$ cat config.mk
export PLATFORM = sky130hd
export DESIGN_NAME = nibble_serial_addsub_ctrl
export DESIGN_NICKNAME = d
export VERILOG_FILES = /design/src/rtl/nibble_serial_addsub_ctrl.sv
export SDC_FILE = /design/constraint.sdc
export NUM_CORES = 1
export LEC_CHECK = 0
export ABC_CLOCK_PERIOD_IN_PS = 5000
export CAP_MARGIN = 20
export CORE_MARGIN = 2
export CORE_UTILIZATION = 54
export DETAILED_ROUTE_END_ITERATION = 12
export PLACE_DENSITY = 0.94
export SYNTH_ARGS = -nofsm -noshare
export SYNTH_HDL_FRONTEND = slang
export SYNTH_SLANG_ARGS = --single-unit
$ cat constraint.sdc
create_clock -name i_clk -period 5 [get_ports i_clk]
set_clock_uncertainty 0.2 [all_clocks]
set_input_delay 0.5 -clock i_clk [delete_from_list [all_inputs] [get_ports i_clk]]
set_output_delay 0.5 -clock i_clk [all_outputs]
set_load 0.02 [all_outputs]
$ cat src/rtl/nibble_serial_addsub_ctrl.sv
// Wide add/subtract sequenced through one 4-bit slice, LSB nibble first, one nibble per clock.
// Optional macro SIGNED_OVF_EN adds the o_ovf port (two's-complement overflow of the final result).
module nibble_serial_addsub_ctrl #(
  parameter  int NIBBLES = 4,
  localparam int W       = 4*NIBBLES
) (
  input  logic         i_clk,
  input  logic         i_rst,
  input  logic         i_start,
  input  logic         i_op,
  input  logic [W-1:0] i_a,
  input  logic [W-1:0] i_b,
  output logic         o_busy,
  output logic         o_done,
  output logic [W-1:0] o_result,
  output logic         o_cout
`ifdef SIGNED_OVF_EN
  ,
  output logic         o_ovf
`endif
);

  localparam int IW = (NIBBLES > 1) ? $clog2(NIBBLES) : 1;

  typedef enum logic [1:0] {S_IDLE, S_RUN, S_DONE} state_t;

  state_t         r_state, w_next;
  logic [W-1:0]   r_a, r_b, r_result;
  logic           r_op, r_cin, r_cout;
  logic [IW-1:0]  r_idx;
  logic [3:0]     w_a_nib, w_b_raw, w_b_nib;
  logic [4:0]     w_sum;
  logic           w_last, w_accept;

  // The shared slice: subtract is A + ~B with the initial carry preset to 1.
  assign w_a_nib = 4'(r_a >> {r_idx, 2'b00});
  assign w_b_raw = 4'(r_b >> {r_idx, 2'b00});
  assign w_b_nib = r_op ? w_b_raw : ~w_b_raw;
  assign w_sum   = {1'b0, w_a_nib} + {1'b0, w_b_nib} + {4'b0, r_cin};
  assign w_last  = (r_idx == IW'(NIBBLES-1));

  always_ff @(posedge i_clk) begin
    if (i_rst) r_state <= S_IDLE;
    else       r_state <= w_next;
  end

  always_comb begin
    w_next   = r_state;
    w_accept = 1'b0;
    o_busy   = 1'b0;
    o_done   = 1'b0;
    case (r_state)
      S_IDLE: if (i_start) begin
        w_accept = 1'b1;
        w_next   = S_RUN;
      end
      S_RUN: begin
        o_busy = 1'b1;
        if (w_last) w_next = S_DONE;
      end
      S_DONE: begin
        o_done = 1'b1;
        w_next = S_IDLE;
      end
      default: w_next = S_IDLE;
    endcase
  end

`ifdef SIGNED_OVF_EN
  logic r_ovf;
  assign o_ovf = r_ovf;
`endif

  always_ff @(posedge i_clk) begin
    if (i_rst) begin
      r_a      <= '0;
      r_b      <= '0;
      r_op     <= 1'b0;
      r_cin    <= 1'b0;
      r_idx    <= '0;
      r_result <= '0;
      r_cout   <= 1'b0;
`ifdef SIGNED_OVF_EN
      r_ovf    <= 1'b0;
`endif
    end else if (w_accept) begin
      r_a   <= i_a;
      r_b   <= i_b;
      r_op  <= i_op;
      r_idx <= '0;
      r_cin <= ~i_op;
    end else if (r_state == S_RUN) begin
      for (int n = 0; n < NIBBLES; n++)
        if (r_idx == IW'(n)) r_result[4*n +: 4] <= w_sum[3:0];
      r_cin <= w_sum[4];
      r_idx <= r_idx + 1'b1;
      if (w_last) begin
        r_cout <= r_op ? w_sum[4] : ~w_sum[4];
`ifdef SIGNED_OVF_EN
        // Carry into the MSB is recovered from the top bit's sum: a ^ b ^ s.
        r_ovf  <= w_sum[4] ^ (w_a_nib[3] ^ w_b_nib[3] ^ w_sum[3]);
`endif
      end
    end
  end

  assign o_result = r_result;
  assign o_cout   = r_cout;

endmodule

[Word-level counts from Yosys, hierarchy flattened]
Index checks and enable logic that the tools add are counted.
Widths: inputs -> output; s select.
Storage, ports and cells
  bits in registers: 55
  latch bits: 0
  bits in writable memories: 0
  memory bits (read-only): 0
  input bits: 36
  output and inout bits: 19
  memories: 0
Cells by class
  $add $sub $neg: 3
  $mul: 0
  div/mod/pow operators: 0
  magnitude comparators: 0
  equal/unequal tests: 7
  shift-type cells: 2
  mux-type cells: 11
  bitwise logic cells: 4
  reduce and logical (&&, ||, !) cells: 9
Operators with widths (number)
  $shr 16x4->4: 2
  $reduce_and 3->1: 4
  $mux 1: 7
  $eq 2x2->1 const B: 3
  $add 4x4->5: 1
  $add 5x1->5: 1
  $eq 2x1->1 const B: 2
  $logic_not 2->1: 2
  $mux 2: 2
  $mux 4: 1
  $ne 2x2->1 const B: 2
  $not 4->4: 1
  $pmux 2 s2: 1
  $not 1->1: 3
  $add 2x1->2 const B: 1
  $reduce_and 2->1: 1
  $reduce_bool 2->1: 1
  $reduce_or 2->1: 1

[Longest topological paths before layout]
Gate-level depths: netlist (run 1).
  depth after elaboration: 7
  mapped depth: 8

[Worst setup path after synthesis (run 1)]
No wires, ideal clock.
  path type: register to register
  from: register r_idx[0]
  to: register r_cout, in the netlist o_cout
  library setup time: 0.091 ns
  data arrival time: 2.767 ns
  required time: 4.709 ns
  slack: 1.942 ns
  cell stages (with the launch flop): 9
  path buffers: 1
  clock period less this slack: 3.058 ns
  path through: dfxtp_1 > buf_2 > mux4_2 > xnor2_1 > fa_1 > fa_1 > and3_4 > or3_1 > a311oi_1
On the way
  cells in the longest elaborated chain, start to end: 7
  elaborated cells on any way between the ends: 10
  classes of those cells: add/sub: 2; eq/ne: 1; shift: 2; mux: 2; bitwise: 2; reduce/logical: 1
RTL lines
  from (decl): line 30  | logic [IW-1:0] r_idx;
  from (signal assigned): line 96  | r_idx <= r_idx + 1'b1;
  $shr 16x4->4: line 37  | assign w_b_raw = 4'(r_b >> {r_idx, 2'b00});
  $not 4->4: line 38  | assign w_b_nib = r_op ? w_b_raw : ~w_b_raw;
  $mux 4: line 38
  $add 4x4->5: line 39  | assign w_sum = {1'b0, w_a_nib} + {1'b0, w_b_nib} + {4'b0, r_cin};
  $add 5x1->5: line 39
  $not 1->1: line 98  | r_cout <= r_op ? w_sum[4] : ~w_sum[4];
  $mux 1: line 98
  to (signal assigned): line 98
  to (decl): line 29  | logic r_op, r_cin, r_cout;
Several ways; a longest one is shown, not always the timed one.
A chain may end at the register's enable or synchronous reset.

[Worst setup path in the final report (run 1)]
Same ends and word-level chain as after synthesis.

==> metrics.yaml, run 1 <==
timing:
  tightest_slew_ns: 0.9992
  grt_setup_unrepaired: "no"
  slew_headroom: 0.3339
  hold_violations: 0
  period_share: 0.6851
  finalSetupTns_ns: 0
  slew_viol_final: 0
  min_period_ns: 3.426
  final-setup-viol-count: 0
  max_freq_mhz: 291.9
detailed_routing:
  viasPerCell: 5.538
  wl_um: 5329
  drt_iter0_drc: 164
  final_antenna_net_count: 0
  num_vias: 2038
  wl_per_cell_um: 14.48
  drcViolationCount: 0
  first_pass_iters: 4
cells_and_area:
  final_layout_size_suffix_gt1_frac: 0.08599
  fin_util: 0.6846
  final_cell_area_sq_mm: 0.003169
  layout.nets: 359
  antennaDiodeCount: 0
  final_cell_mix: "nand2_1 (70), dfxtp_1 (55), clkdlybuf4s50_1 (53), a21oi_1 (35), nor2_1 (14)"
  syn_to_final_growth_pct: 23.86
  layout_commonest_cell: "nand2_1"
  final_cell_count_no_fill: 368
floorplanning:
  coreArea_sq_mm: 0.004629
  dieArea_sq_mm: 0.005305
  rows: 25
  initial_core_util: 0.5527
  fp.dieH_um: 72.84
  die_x_um: 72.84
  io_pins: 55
worst_setup_path:
  cp.required_ns: 5.01
  arrival_ns: 3.43
  critPathLaunchType: "register"
  path_class: "register to register"
  crit_path_max_fanout: 12
  ff2ff_path_depth: 7
  cp-end-kind: "register"
logic_synthesis:
  syn-num-nets: 317
  synth-compound-area-share: 0.1364
  synth.distinct_cells: 36
  yosys.area.top_type: "dfxtp_1"
  synthesis.instances: 272
  ys_ff_latch: 55
  ys_top_cells_by_area: "dfxtp_1 (43%), nand2_1 (10%), mux4_2 (7.0%)"
  seq_area_frac_synth: 0.4303
  synth_top_family_by_area: "simple AND/OR/NAND/NOR gates"
  yosys_warnings: 0
  synth.mux.area_fraction: 0.09780
  synthAdderAreaFrac: 0.04988
  yosys.area_share.xor_xnor: 0.02054
  synth_top_cell_area_share: 0.4303
  synthFlopType: "dfxtp_1"
  ys_async_sr_fraction: 0
  synth_edf_count: 0
  synth-simple-area-share: 0.2142
  netlist_area_sq_mm: 0.002559
  syn_avg_cell_area_sq_um: 9.407
global_routing:
  antenna_found_initial: 0
  grt_pass1_wl_um: 8976
  grt_util_all_layers: 0.2165
  first_global_vias: 1976
  grt_start_max_net_pins: 58
  overflow: 0
place:
  dpl.hpwl_um: 3811
  dp_cells: 359
  place_congestion: 0.8299
  placed_cell_area_sq_mm: 0.003039
  io_buffers: 54
cts:
  cts_max_level: 2
  cts_root_buf: "clkbuf_8"
  hold_buffers: 0
  clk_pin_slew_ns: 0.09
  cts_sinks: 55
  post-cts-setup-buffer-count: 0
  cts_tree: "done"
  cts_made_buffers: 5
  cts-resized-gates: 0
  clk_latency_ns: 0.31
  clockBufferDepth: 2
hold_path:
  hold_class: "register to register"
  hold_depth: 2
outcome:
  status: "completed"
power:
  vdd_drop_max_mv: 0.1746
  cellPowerDensity_mw_per_mm2: 289.5
  p_leak_nw: 1.222
run:
  maxCapViolations: 0
[cell families after synthesis]
kind of cell | Yosys count
and+or+nand+nor | 109
muxes | 15
buffers and inverters | 23
xor gates and xnor gates | 6
DFF | 55
AOI/OAI and AO/OA | 55
adders and majority gates | 9
[path summary, 6_finish.rpt]
kind                               from                  end  slack (ns)
hold / removal      r_b[3]$_SDFFE_PP0P_  r_b[3]$_SDFFE_PP0P_        0.26
setup / recovery  r_idx[0]$_SDFFE_PP0P_  o_cout$_SDFFE_PP0P_        1.57
setup reg to reg  r_idx[0]$_SDFFE_PP0P_  o_cout$_SDFFE_PP0P_        1.57
hold reg to reg     r_b[3]$_SDFFE_PP0P_  r_b[3]$_SDFFE_PP0P_        0.26
[sequential cells by signal, indices dropped and copies added (netlist names)]
signal	cells
r_cin	1
o_result	16
r_state	2
r_a	16
r_op	1
r_b	16
o_cout	1
r_idx	2
[worst max-delay path, cell delays in order, from the launching register on]
cell      delay [ns]
dfxtp_1         0.71
mux4_2          0.59
xnor2_1         0.15
fa_1            0.42
fa_1            0.42
and3_4          0.17
or3_1           0.35
a311oi_1        0.30
[Yosys cell counts (4+ instances only)]
cell       instances
nand2_1           70
xnor2_1            6
mux2i_1            7
nor2_1            14
buf_6              4
a2111oi_0          4
a21oi_1           35
a211oi_1           4
buf_2              7
and3b_1            4
dfxtp_1           55
nor3b_1            4
ha_1               7
clkbuf_1           5
a311o_1            4
mux4_2             8
[through the flow]
step	setup slack (ns)	hold WS, ns	power (mW)
after floorplan	1.942	0.2331	0.6116
after global placement	1.744	0.2400	0.6638
after detailed placement	1.595	0.2476	0.6728
after CTS	1.563	0.2599	0.9120
after global routing	1.440	0.2787	0.9516
final	1.574	0.2578	0.9176
[per-layer routing]
layer	GRT usage	vias up	share of wire	routed length, um
li1	-	1019	-	-
met1	0.2728	942	0.42	2219
met2	0.3727	69	0.53	2805
met3	0.05387	8	0.046	244
met4	0.05350	0	0.011	59
met5	0	-	0	0
[area by class of cell]
cell class,count,area [sq um]
Fill cell,349,1460
Multi-Input combinational cell,194,1328
Sequential cell,55,1101
Timing Repair Buffer,56,578.1
Clock buffer,6,82.58
Tap cell,54,67.56
Inverter,2,7.507
Clock inverter,1,5.005
[where the power goes]
part / leakage (nW) / internal, mW / switching [mW]
Sequential: 0.450 / 0.462 / 0.0204
Combinational: 0.725 / 0.0943 / 0.0938
Clock: 0.0470 / 0.109 / 0.138
Total: 1.22 / 0.665 / 0.252
No activity file was read; power rests on OpenSTA's default activity.
==> inputs of run 2 (changes only) <==
ABC_CLOCK_PERIOD_IN_PS = 2800   (was 5000)
CORE_UTILIZATION = 45   (was 54)
PLACE_DENSITY = 0.85   (was 0.94)
clock period = 2.8 ns   (was 5 ns; I/O delays follow)
==> metrics.yaml, run 2 (synthesized netlist as in run 1, its figures left out) <==
worst_setup_path:
  path_class: "register to register"
  cp_slowest_cell: "mux4_2"
  crit_path_max_fanout: 3
  cp.required_ns: 2.81
  critPathLaunchType: "register"
  cp_num_buf_inv: 0
  crit_family: "adder cells"
  path_common_cell: "fa_2"
  critPathMaxStageDelay_ns: 0.51
  crit_chain: "mux4_2 -> xnor2_1 -> fa_2 -> fa_2 -> and3_4 -> or3_1 -> a311oi_1"
  cp-end-kind: "register"
  arrival_ns: 2.84
timing:
  grt_setup_unrepaired: "yes"
  period_share: 1.010
  tightest_slew_ns: 0.6337
  fin_ws_ns: -0.02803
  final-setup-viol-count: 1
  hold_violations: 0
  slew_headroom: 0.5770
  max_freq_mhz: 353.6
  slew_viol_final: 0
  hold_ws_ns: 0.2264
  min_period_ns: 2.828
  finalSetupTns_ns: -0.02803
outcome:
  violations: "negative setup slack"
  status: "finished, violations left"
place:
  place_congestion: 0.8403
  io_buffers: 54
  placed_cell_area_sq_mm: 0.003136
  dpl.hpwl_um: 3901
  dp_cells: 386
  place_ws_ns: 0.003612
cts:
  clk_latency_ns: 0.30
  cts_root_buf: "clkbuf_8"
  post-cts-setup-buffer-count: 0
  clk_pin_slew_ns: 0.09
  cts_made_buffers: 5
  cts_max_level: 2
  clockBufferDepth: 2
  cts_tree: "done"
  cts_sinks: 55
detailed_routing:
  drt_iter0_drc: 97
  final_antenna_net_count: 0
  wl_um: 5406
  drcViolationCount: 0
  num_vias: 2105
  first_pass_iters: 4
  wl_per_cell_um: 13.72
  viasPerCell: 5.343
global_routing:
  overflow: 0
  first_global_vias: 1989
  grt_util_all_layers: 0.1763
  grt_start_max_net_pins: 36
  grt_pass1_wl_um: 8776
  antenna_found_initial: 0
hold_path:
  hold_class: "input pin to register"
power:
  switching_share: 0.2796
  p_sw_uw: 458.1
  p_seq_frac: 0.521
  combPwrFrac: 0.224
  p_int_mw: 1.180
  p_leak_nw: 1.247
  clockPowerShare: 0.254
  cellPowerDensity_mw_per_mm2: 502.4
  vdd_drop_max_mv: 0.2774
floorplanning:
  io_pins: 55
  die_x_um: 79.41
  fp.dieH_um: 79.41
  initial_core_util: 0.4647
  coreArea_sq_mm: 0.005507
  rows: 27
  dieArea_sq_mm: 0.006305
cells_and_area:
  final_cell_count_no_fill: 394
  layout.nets: 366
  final.fill_count: 483
  antennaDiodeCount: 0
  final_cell_mix: "nand2_1 (70), dfxtp_1 (54), clkdlybuf4s50_1 (53), a21oi_1 (35), nor2_1 (14)"
  final_cell_area_sq_mm: 0.003261
  layout_commonest_cell: "nand2_1"
  syn_to_final_growth_pct: 27.43
  final_layout_size_suffix_gt1_frac: 0.1273
run:
  maxCapViolations: 0
[run 2: cell count changes in the layout (fill, tap and decap cells not counted), sizes merged]
cell	before	now
buf	3	10
clkbuf	6	7
[run 2: layout make-up]
type	count	area [sq um]	share of cell area
well taps	72	90.09	0.02763
multi-input cells	194	1376	0.4221
repair buffers	63	603.1	0.1850
flip-flops and latches	55	1102	0.3381
clock inverters	1	5.005	0.001535
clock buffers	7	76.32	0.02341
inverters	2	7.507	0.002302
[run 2: power by group through the flow]
stage               clock, mW  combinational [mW]  sequential [mW]
global route            0.460               0.399            0.859
detailed placement          0               0.346            0.873
finish                  0.417               0.367            0.854
floorplan                   0               0.224            0.873
global placement            0               0.338            0.871
CTS                     0.427               0.351            0.854
[run 2: repair_timing]
action                                  in CTS  in global routing
pin swaps                                    1                  0
gates resized for setup                      1                  9
hold buffers                                 0                  0
endpoints found under the setup margin       4                  5
[run 2: metal layers]
metal	GRT usage	vias up	wire length [um]
met5	0	-	0
met4	0.06552	0	76
met3	0.03394	9	309
met2	0.2932	72	2630
met1	0.2280	988	2389
li1	-	1036	-
[run 2: final timing paths]
kind	from	end	slack [ns]	cells after the start
setup / recovery	r_idx[0]$_SDFFE_PP0P_	o_cout$_SDFFE_PP0P_	-0.03	7
hold / removal	i_rst	o_result[9]$_SDFFE_PP0P_	0.23	2
setup reg to reg	r_idx[0]$_SDFFE_PP0P_	o_cout$_SDFFE_PP0P_	-0.03	7
hold reg to reg	r_b[10]$_SDFFE_PP0P_	r_b[10]$_SDFFE_PP0P_	0.26	2
[run 2: per-stage QoR]
stage               power (mW)    util
floorplan                1.097       -
global placement         1.209  0.5694
detailed placement       1.218  0.5694
CTS                      1.632  0.5855
global route             1.719  0.5921
finish                   1.638  0.5921
